## config.mk

```make
export PLATFORM = sky130hd
export DESIGN_NAME = axi_read_arbiter
export DESIGN_NICKNAME = d
export VERILOG_FILES = /design/src/rtl/axi_read_arbiter.sv
export SDC_FILE = /design/constraint.sdc
export NUM_CORES = 1
export LEC_CHECK = 0
export BUFFER_PORTS_ARGS = -buffer_cell sky130_fd_sc_hd__buf_2
export CAP_MARGIN = 20
export CELL_PAD_IN_SITES_DETAIL_PLACEMENT = 2
export CELL_PAD_IN_SITES_GLOBAL_PLACEMENT = 2
export CORE_ASPECT_RATIO = 0.8
export CORE_MARGIN = 3
export CORE_UTILIZATION = 15
export CTS_CLUSTER_SIZE = 24
export DETAILED_ROUTE_END_ITERATION = 12
export PLACE_DENSITY = 0.77
export SLEW_MARGIN = 20
export SYNTH_ARGS = -nofsm -noshare
export SYNTH_HDL_FRONTEND = slang
export SYNTH_SLANG_ARGS = --single-unit
```

## constraint.sdc

```tcl
create_clock -name clk -period 1.45 [get_ports clk]
set_clock_uncertainty 0.15 [all_clocks]
set_input_delay 0.29 -clock clk [delete_from_list [all_inputs] [get_ports clk]]
set_output_delay 0.29 -clock clk [all_outputs]
set_load 0.005 [all_outputs]
```

## src/rtl/axi_read_arbiter.sv

```systemverilog
// axi_read_arbiter
// Arbitrates NPORT read requesters onto a single AXI3 AR/R channel pair,
// one burst outstanding at a time. A per-port flush drops the owner's
// remaining beats while the AXI burst still drains to completion.
// Optional build macro: AXI_RD_ROUND_ROBIN_EN selects round-robin
// arbitration; without it the lowest requesting index wins.
module axi_read_arbiter #(
    parameter int NPORT = 2,
    parameter int AW    = 32,
    parameter int DW    = 32,
    parameter int ID_W  = 4
) (
    input  logic               clk,
    input  logic               rst,
    input  logic [NPORT-1:0]   req_valid,
    input  logic [NPORT*AW-1:0] req_addr,
    input  logic [NPORT*4-1:0] req_len,
    output logic [NPORT-1:0]   req_ready,
    input  logic [NPORT-1:0]   flush,
    output logic [NPORT-1:0]   resp_valid,
    output logic [DW-1:0]      resp_data,
    output logic               resp_last,
    output logic [ID_W-1:0]    arid,
    output logic [AW-1:0]      araddr,
    output logic [3:0]         arlen,
    output logic [2:0]         arsize,
    output logic [1:0]         arburst,
    output logic [1:0]         arlock,
    output logic [3:0]         arcache,
    output logic [2:0]         arprot,
    output logic               arvalid,
    input  logic               arready,
    input  logic [ID_W-1:0]    rid,
    input  logic [DW-1:0]      rdata,
    input  logic [1:0]         rresp,
    input  logic               rlast,
    input  logic               rvalid,
    output logic               rready
);

    localparam int         GW   = (NPORT > 1) ? $clog2(NPORT) : 1;
    localparam logic [2:0] SIZE = (DW == 64) ? 3'b011 : 3'b010;

    typedef enum logic [1:0] {IDLE, ADDR, DATA} state_t;

    state_t        state, state_nxt;
    logic [GW-1:0] g_q;
    logic [AW-1:0] addr_q;
    logic [3:0]    len_q;
    logic          drop;
    logic [GW-1:0] win;
    logic          win_vld;
    logic          grant;
    logic [GW-1:0] start;

    // rid/rresp carry nothing we act on; one burst in flight means no reordering.
    logic unused_ok;
    assign unused_ok = ^{rid, rresp};

    function automatic int wrap(input int s, input int i);
        return (s + i >= NPORT) ? s + i - NPORT : s + i;
    endfunction

`ifdef AXI_RD_ROUND_ROBIN_EN
    // ptr holds the index where the next search starts (last grant + 1).
    logic [GW-1:0] ptr;

    // Advance the search start past each winner, only when a grant happens.
    always_ff @(posedge clk) begin
        if (rst)
            ptr <= '0;
        else if (grant)
            ptr <= (int'(win) + 1 == NPORT) ? '0 : win + 1'b1;
    end

    assign start = ptr;
`else
    assign start = '0;
`endif

    // Pick the first requesting port scanning upward from the start index.
    always_comb begin
        win_vld = 1'b0;
        win     = '0;
        for (int i = 0; i < NPORT; i++) begin
            if (!win_vld && req_valid[wrap(int'(start), i)]) begin
                win_vld = 1'b1;
                win     = GW'(wrap(int'(start), i));
            end
        end
    end

    // No acceptance during the reset cycle: the latch would be discarded.
    assign grant = (state == IDLE) && win_vld && !rst;

    // State register.
    always_ff @(posedge clk) begin
        if (rst)
            state <= IDLE;
        else
            state <= state_nxt;
    end

    // Next-state logic.
    always_comb begin
        state_nxt = state;
        unique case (state)
            IDLE: if (win_vld)          state_nxt = ADDR;
            ADDR: if (arready)          state_nxt = DATA;
            DATA: if (rvalid && rlast)  state_nxt = IDLE;
            default:                    state_nxt = IDLE;
        endcase
    end

    // Capture the winner's request; flush from the owner marks the burst dropped.
    always_ff @(posedge clk) begin
        if (rst) begin
            g_q    <= '0;
            addr_q <= '0;
            len_q  <= '0;
            drop   <= 1'b0;
        end else if (grant) begin
            g_q    <= win;
            addr_q <= req_addr[win*AW +: AW];
            len_q  <= req_len[win*4 +: 4];
            drop   <= 1'b0;
        end else if (state != IDLE && flush[g_q]) begin
            drop   <= 1'b1;
        end
    end

    assign araddr  = addr_q;
    assign arlen   = len_q;
    assign arid    = ID_W'(g_q);
    assign arlock  = 2'b00;
    assign arcache = 4'b0000;
    assign arprot  = 3'b000;

    // Output decode; R beats pass straight through, masked when dropped.
    always_comb begin
        req_ready  = '0;
        resp_valid = '0;
        resp_data  = '0;
        resp_last  = 1'b0;
        arvalid    = 1'b0;
        arsize     = 3'b000;
        arburst    = 2'b00;
        rready     = 1'b0;
        unique case (state)
            IDLE: if (grant) req_ready[win] = 1'b1;
            ADDR: begin
                arvalid = 1'b1;
                arsize  = SIZE;
                arburst = 2'b01;
            end
            DATA: begin
                rready = 1'b1;
                if (rvalid) begin
                    resp_valid[g_q] = ~(drop | flush[g_q]);
                    resp_data       = rdata;
                    resp_last       = rlast;
                end
            end
            default: ;
        endcase
    end

endmodule

```

### Yosys cells after proc, flatten, opt, wreduce, memory -nomap -nowiden

Cells that the tools add are included.

| storage, ports and cells | value |
|---|---|
| register bits | 40 |
| latch bits | 0 |
| bits in writable memories | 0 |
| memory bits (read-only) | 0 |
| input port bits | 119 |
| output and inout port bits | 93 |
| logic and storage cells | 57 |
| memories kept | 0 |

| cells by class | value |
|---|---|
| $add $sub $neg | 0 |
| multiply operators | 0 |
| divide/modulo/power cells | 0 |
| magnitude comparators | 4 |
| eq/ne operators | 5 |
| shift-type cells | 2 |
| mux-type cells | 25 |
| bitwise operators | 3 |
| reduce and logical (&&, ||, !) cells | 13 |

Operators with widths:

| kind | count |
|---|---|
| $mux 32 | 2 |
| $shiftx 64x7->32 | 1 |
| $mux 2 | 8 |
| $mux 1 | 12 |
| $shiftx 8x4->4 | 1 |
| $logic_and 1x1->1 | 7 |
| $ne 2x2->1 const B | 3 |
| $pmux 2 s3 | 1 |
| $lt 1x2->1 const B | 2 |
| $reduce_and 3->1 | 1 |
| $and 2x2->2 | 1 |
| $demux 1 s1 | 2 |
| $eq 2x1->1 const B | 1 |
| $eq 2x2->1 const B | 1 |
| $ge 1x1->1 const B | 2 |
| $logic_not 1->1 | 2 |
| $logic_not 2->1 | 1 |
| $reduce_bool 2->1 | 1 |
| $reduce_or 2->1 | 1 |
| $not 1->1 | 1 |
| $or 1x1->1 | 1 |

### Longest topological paths before layout

| depth | value |
|---|---|
| depth after elaboration | 10 |
| mapped depth | 5 |
| gate-level depth less buffers | 3 |

### Worst setup path after synthesis

No wires, ideal clock.

| path | value |
|---|---|
| path kind | register to output |
| from | reg state[1] |
| to | out resp_data[10] |
| data arrival time | 1,058 ps |
| required time | 1,010 ps |
| slack | -48 ps |
| stages on the path, launching flop included | 5 |
| buffers on the path | 2 |
| cells stage by stage | dfxtp_1 nor2b_1 clkbuf_1 clkbuf_1 and3_1 |

| between the ends | value |
|---|---|
| word-level cells in the longest chain between the ends | 2 |

RTL lines:

| what | line | source |
|---|---|---|
| from (decl) | 46 | `state_t state, state_nxt;` |
| from (signal assigned) | 101 | `state <= state_nxt;` |
| $eq 2x2->1 | 149 | `unique case (state)` |
| $mux 32 | 149 |  |
| to (decl) | 21 | `output logic [DW-1:0] resp_data,` |

Every way passes these cells.

### Worst setup path in the final report

| path | value |
|---|---|
| from | reg state[0] |
| to | out resp_data[24] |

The elaborated chain is that of the path after synthesis.

==> Flow_metrics.wiki <==
{| class="wikitable"
! Metric !! Value
|-
| Standard cell area after detailed placement || 3390 um^2
|-
| First-pass GRT wire length || around 18 mm
|-
| CTS Buf Count || 5
|-
| Largest fanout on the critical path || 8
|-
| Arrival time at the worst endpoint || approximately 1.4 ns
|-
| Reported max-cap violation count || 0
|-
| Die Outline Area || between 15000 and 20000 um^2
|-
| Top achievable clock speed || approximately 550 MHz
|-
| Number of warnings issued by yosys || 0
|-
| Final Hold Viols || 0
|-
| Share of cells above drive strength 1 || between 50 and 60%
|-
| Power density over the cells || 935 nW/um^2
|-
| Total Negative Setup Slacks || -17.55 ns
|-
| Netlist area before placement || approximately 2200 um^2
|-
| Worst setup path endpoint || resp_data[24]
|-
| Top-level I/O count || around 210
|-
| Startpoint class of the critical path || flop
|-
| Clock input transition at the sequential cells of the worst setup and hold paths || 0.06 ns
|-
| Required time at the worst-slack endpoint || between 1 and 1.5 ns
|-
| Via count of the first global-routing pass || roughly 3200
|-
| Area of all placed cells without fillers || around 4200 um^2
|-
| Number of library cell types mapped by synthesis || 24
|-
| Core utilization of the finished layout || ~29%
|-
| TritonCTS clock tree || done
|-
| Worst Hold Slack || 0.121 ns
|-
| Drt pass-1 iters || 6
|-
| # clock sinks || 40
|-
| Violated checks || negative setup slack
|-
| Post-layout min period || approximately 1.8 ns
|-
| Logic depth of the worst register-to-register path || 6
|-
| Depth of the CTS H-tree || 2
|-
| Worst min-delay path category || in2reg
|-
| Buffers from clock root to sink, at most || 2
|-
| Number of antenna violations at the first check in global routing || 0
|-
| Unrepaired setup endpoints after global routing || yes
|-
| Post-Syn Area per Cell || 7.63 um^2
|-
| Proportion of synthesized chip area in sequential cells || 35.8%
|-
| Routed via count || 2996
|-
| Nature of the critical path endpoint || primary output
|-
| Global router's overall resource usage || between 10% and 20%
|-
| Fillers || ~1700
|-
| Cells after DPL || roughly 650
|-
| Initial Utilization || 15.5%
|-
| Number of flops mapped to enable cells by yosys || 0
|-
| Die H || 115 um
|-
| Total DRC errors in the routed layout || 0
|-
| Layout Nets || 612
|-
| End of the worst register-to-register path || araddr[19]
|-
| Post-Synthesis Cells || 293
|-
| Async set-reset flop share out of synthesis || 0%
|-
| Final number of max-transition violations || 0
|-
| Total length of routed wires || ~13 mm
|-
| Leakage || around 2.1 nW
|-
| Final instance count without filler cells || between 600 and 700
|-
| Congestion Overflow GR || 0
|-
| Core area || 14400 um^2
|-
| Clock latency reported for the late side of the worst-skew pair || around 0.28 ns
|-
| Routability congestion estimate from global placement || slightly below 0.8
|-
| Max VDD drop || about 0.00040 V
|-
| Remaining antenna violation count after routing || 0
|-
| Category of the most critical setup path || reg2out
|-
| Number of DRC violations after detailed-routing iteration 0 || 97
|-
| CTS root buffer || sky130_fd_sc_hd__clkbuf_16
|-
| Number of inserted diodes || 0
|-
| Worst Slack Setup Final || -0.352 ns
|-
| Maximum number of pins on one net before global-route repair || 24
|-
| Critical Path Start || state[0]
|-
| FF+latch count, synth || 40
|-
| Row cnt || 39
|-
| Flip-flop cell with the highest count after synthesis || sky130_fd_sc_hd__dfxtp_1
|-
| Die width || between 100 and 150 um
|-
| Reg2reg setup slack || -0.21 ns
|-
| DR vias/cell || ~4.4
|-
| Final number of setup-violating endpoints || 79
|-
| Number of buffer cells added on primary ports || 190
|-
| R2R Path Start || state[1]
|-
| Final cycle utilization of the critical path || 124%
|-
| Layout overhead on the synthesized area || 88.8%
|-
| Detail-routed net length per standard cell || ~19 um
|-
| Half-perimeter wire length after placement || 8.65 mm
|-
| Status || finished with violations
|}
## cell families (layout without fill, tap and decap cells)
group           count (synthesis)  after routing  synth area share, %
flops                          40             40                 35.8
compound gates                 77             77                 23.4
other cells                     1             15                0.168
buf+inv                        49            236                 13.7
simple gates                  125            125                 26.4
mux                             1              1                0.504
## cell usage after synthesis (2+ instances only)
master | instances | area share (%)
sky130_fd_sc_hd__nand2_1 | 75 | 13
sky130_fd_sc_hd__buf_2 | 7 | 1.6
sky130_fd_sc_hd__a311oi_1 | 36 | 14
sky130_fd_sc_hd__dfxtp_1 | 40 | 36
sky130_fd_sc_hd__clkbuf_1 | 11 | 1.8
sky130_fd_sc_hd__and3_1 | 33 | 9.2
sky130_fd_sc_hd__nor3_1 | 3 | 0.67
sky130_fd_sc_hd__nor2_1 | 3 | 0.50
sky130_fd_sc_hd__nor2b_1 | 2 | 0.56
sky130_fd_sc_hd__nand2b_1 | 2 | 0.56
sky130_fd_sc_hd__a21oi_1 | 39 | 8.7
sky130_fd_sc_hd__buf_4 | 30 | 10
## registers in the layout, indices dropped and copies added (netlist names)
| signal | flops |
|---|---|
| araddr | 32 |
| arlen | 4 |
| state | 2 |
| drop | 1 |
| g_q | 1 |
## placed cells by master, fill, tap and decap left out, drive strengths merged, types with 2 or more instances in the layout
cell	netlist	final
bufbuf	0	3
or2	2	2
nor3	3	3
nor2b	2	2
conb	1	15
dfxtp	40	40
a311oi	36	36
buf	38	222
and3	33	33
a21oi	39	39
nand2	75	75
clkbuf	11	9
nand2b	2	2
nor2	4	4
## what timing repair did
action	in CTS	in global routing
pin swaps	11	23
cloned	6	3
resized for setup	28	51
hold buffers	0	0
endpoints found under the setup margin	78	79
endpoints found under the hold margin	0	0
setup buffers	5	2
## routing by layer
layer,GRT usage (%),vias to the layer above,part of all wire [%]
met1,17.2,1476,42
met2,25.6,92,52
met5,0,-,0
li1,-,1416,-
met3,3.33,12,5.0
met4,3.36,0,1.4
## worst min-delay path by stage
stage                             from    endpoint  slack (ns)  depth (start not counted)
after floorplan           req_addr[32]   araddr[0]        0.30                          2
after global placement       araddr[2]   araddr[2]        0.35                          2
after detailed placement    araddr[15]  araddr[15]        0.37                          2
after CTS                 req_addr[28]  araddr[28]        0.12                          3
after global routing      req_addr[36]   araddr[4]        0.13                          3
final                     req_addr[47]  araddr[15]        0.12                          3
## layout make-up
class / count / area (um^2) / area share [%]
clock buffer: 6 / 129 / 3.05
clock inverter: 2 / 35.0 / 0.830
sequential: 40 / 806 / 19.1
timing repair buffer: 228 / 1620 / 38.3
tap: 184 / 230 / 5.46
multi-input combinational: 218 / 1400 / 33.3
## worst max-delay path, stage by stage (launching register included)
cell and delay, ns:
sky130_fd_sc_hd__dfxtp_4 0.36, sky130_fd_sc_hd__nor2b_4 0.17, sky130_fd_sc_hd__buf_6 0.14, sky130_fd_sc_hd__buf_6 0.13, sky130_fd_sc_hd__and3_4 0.19, sky130_fd_sc_hd__buf_6 0.09
## report_power, final
| group | leakage, nW | internal (mW) | switching [mW] |
|---|---|---|---|
| Clock | 0.0808 | 0.810 | 0.456 |
| Sequential | 0.333 | 1.23 | 0.0845 |
| Combinational | 1.73 | 0.737 | 0.625 |
| Total | 2.15 | 2.78 | 1.17 |
## per-stage QoR
stage	worst slack (ns)	total power [mW]
2_1_floorplan	0.0132	1.80
5_1_grt	-0.413	4.17
3_3_place_gp	-0.155	2.23
3_5_place_dp	-0.133	2.28
4_1_cts	-0.309	3.83
6_report	-0.352	3.95
Note: power is estimated with default switching activity, not from simulation.
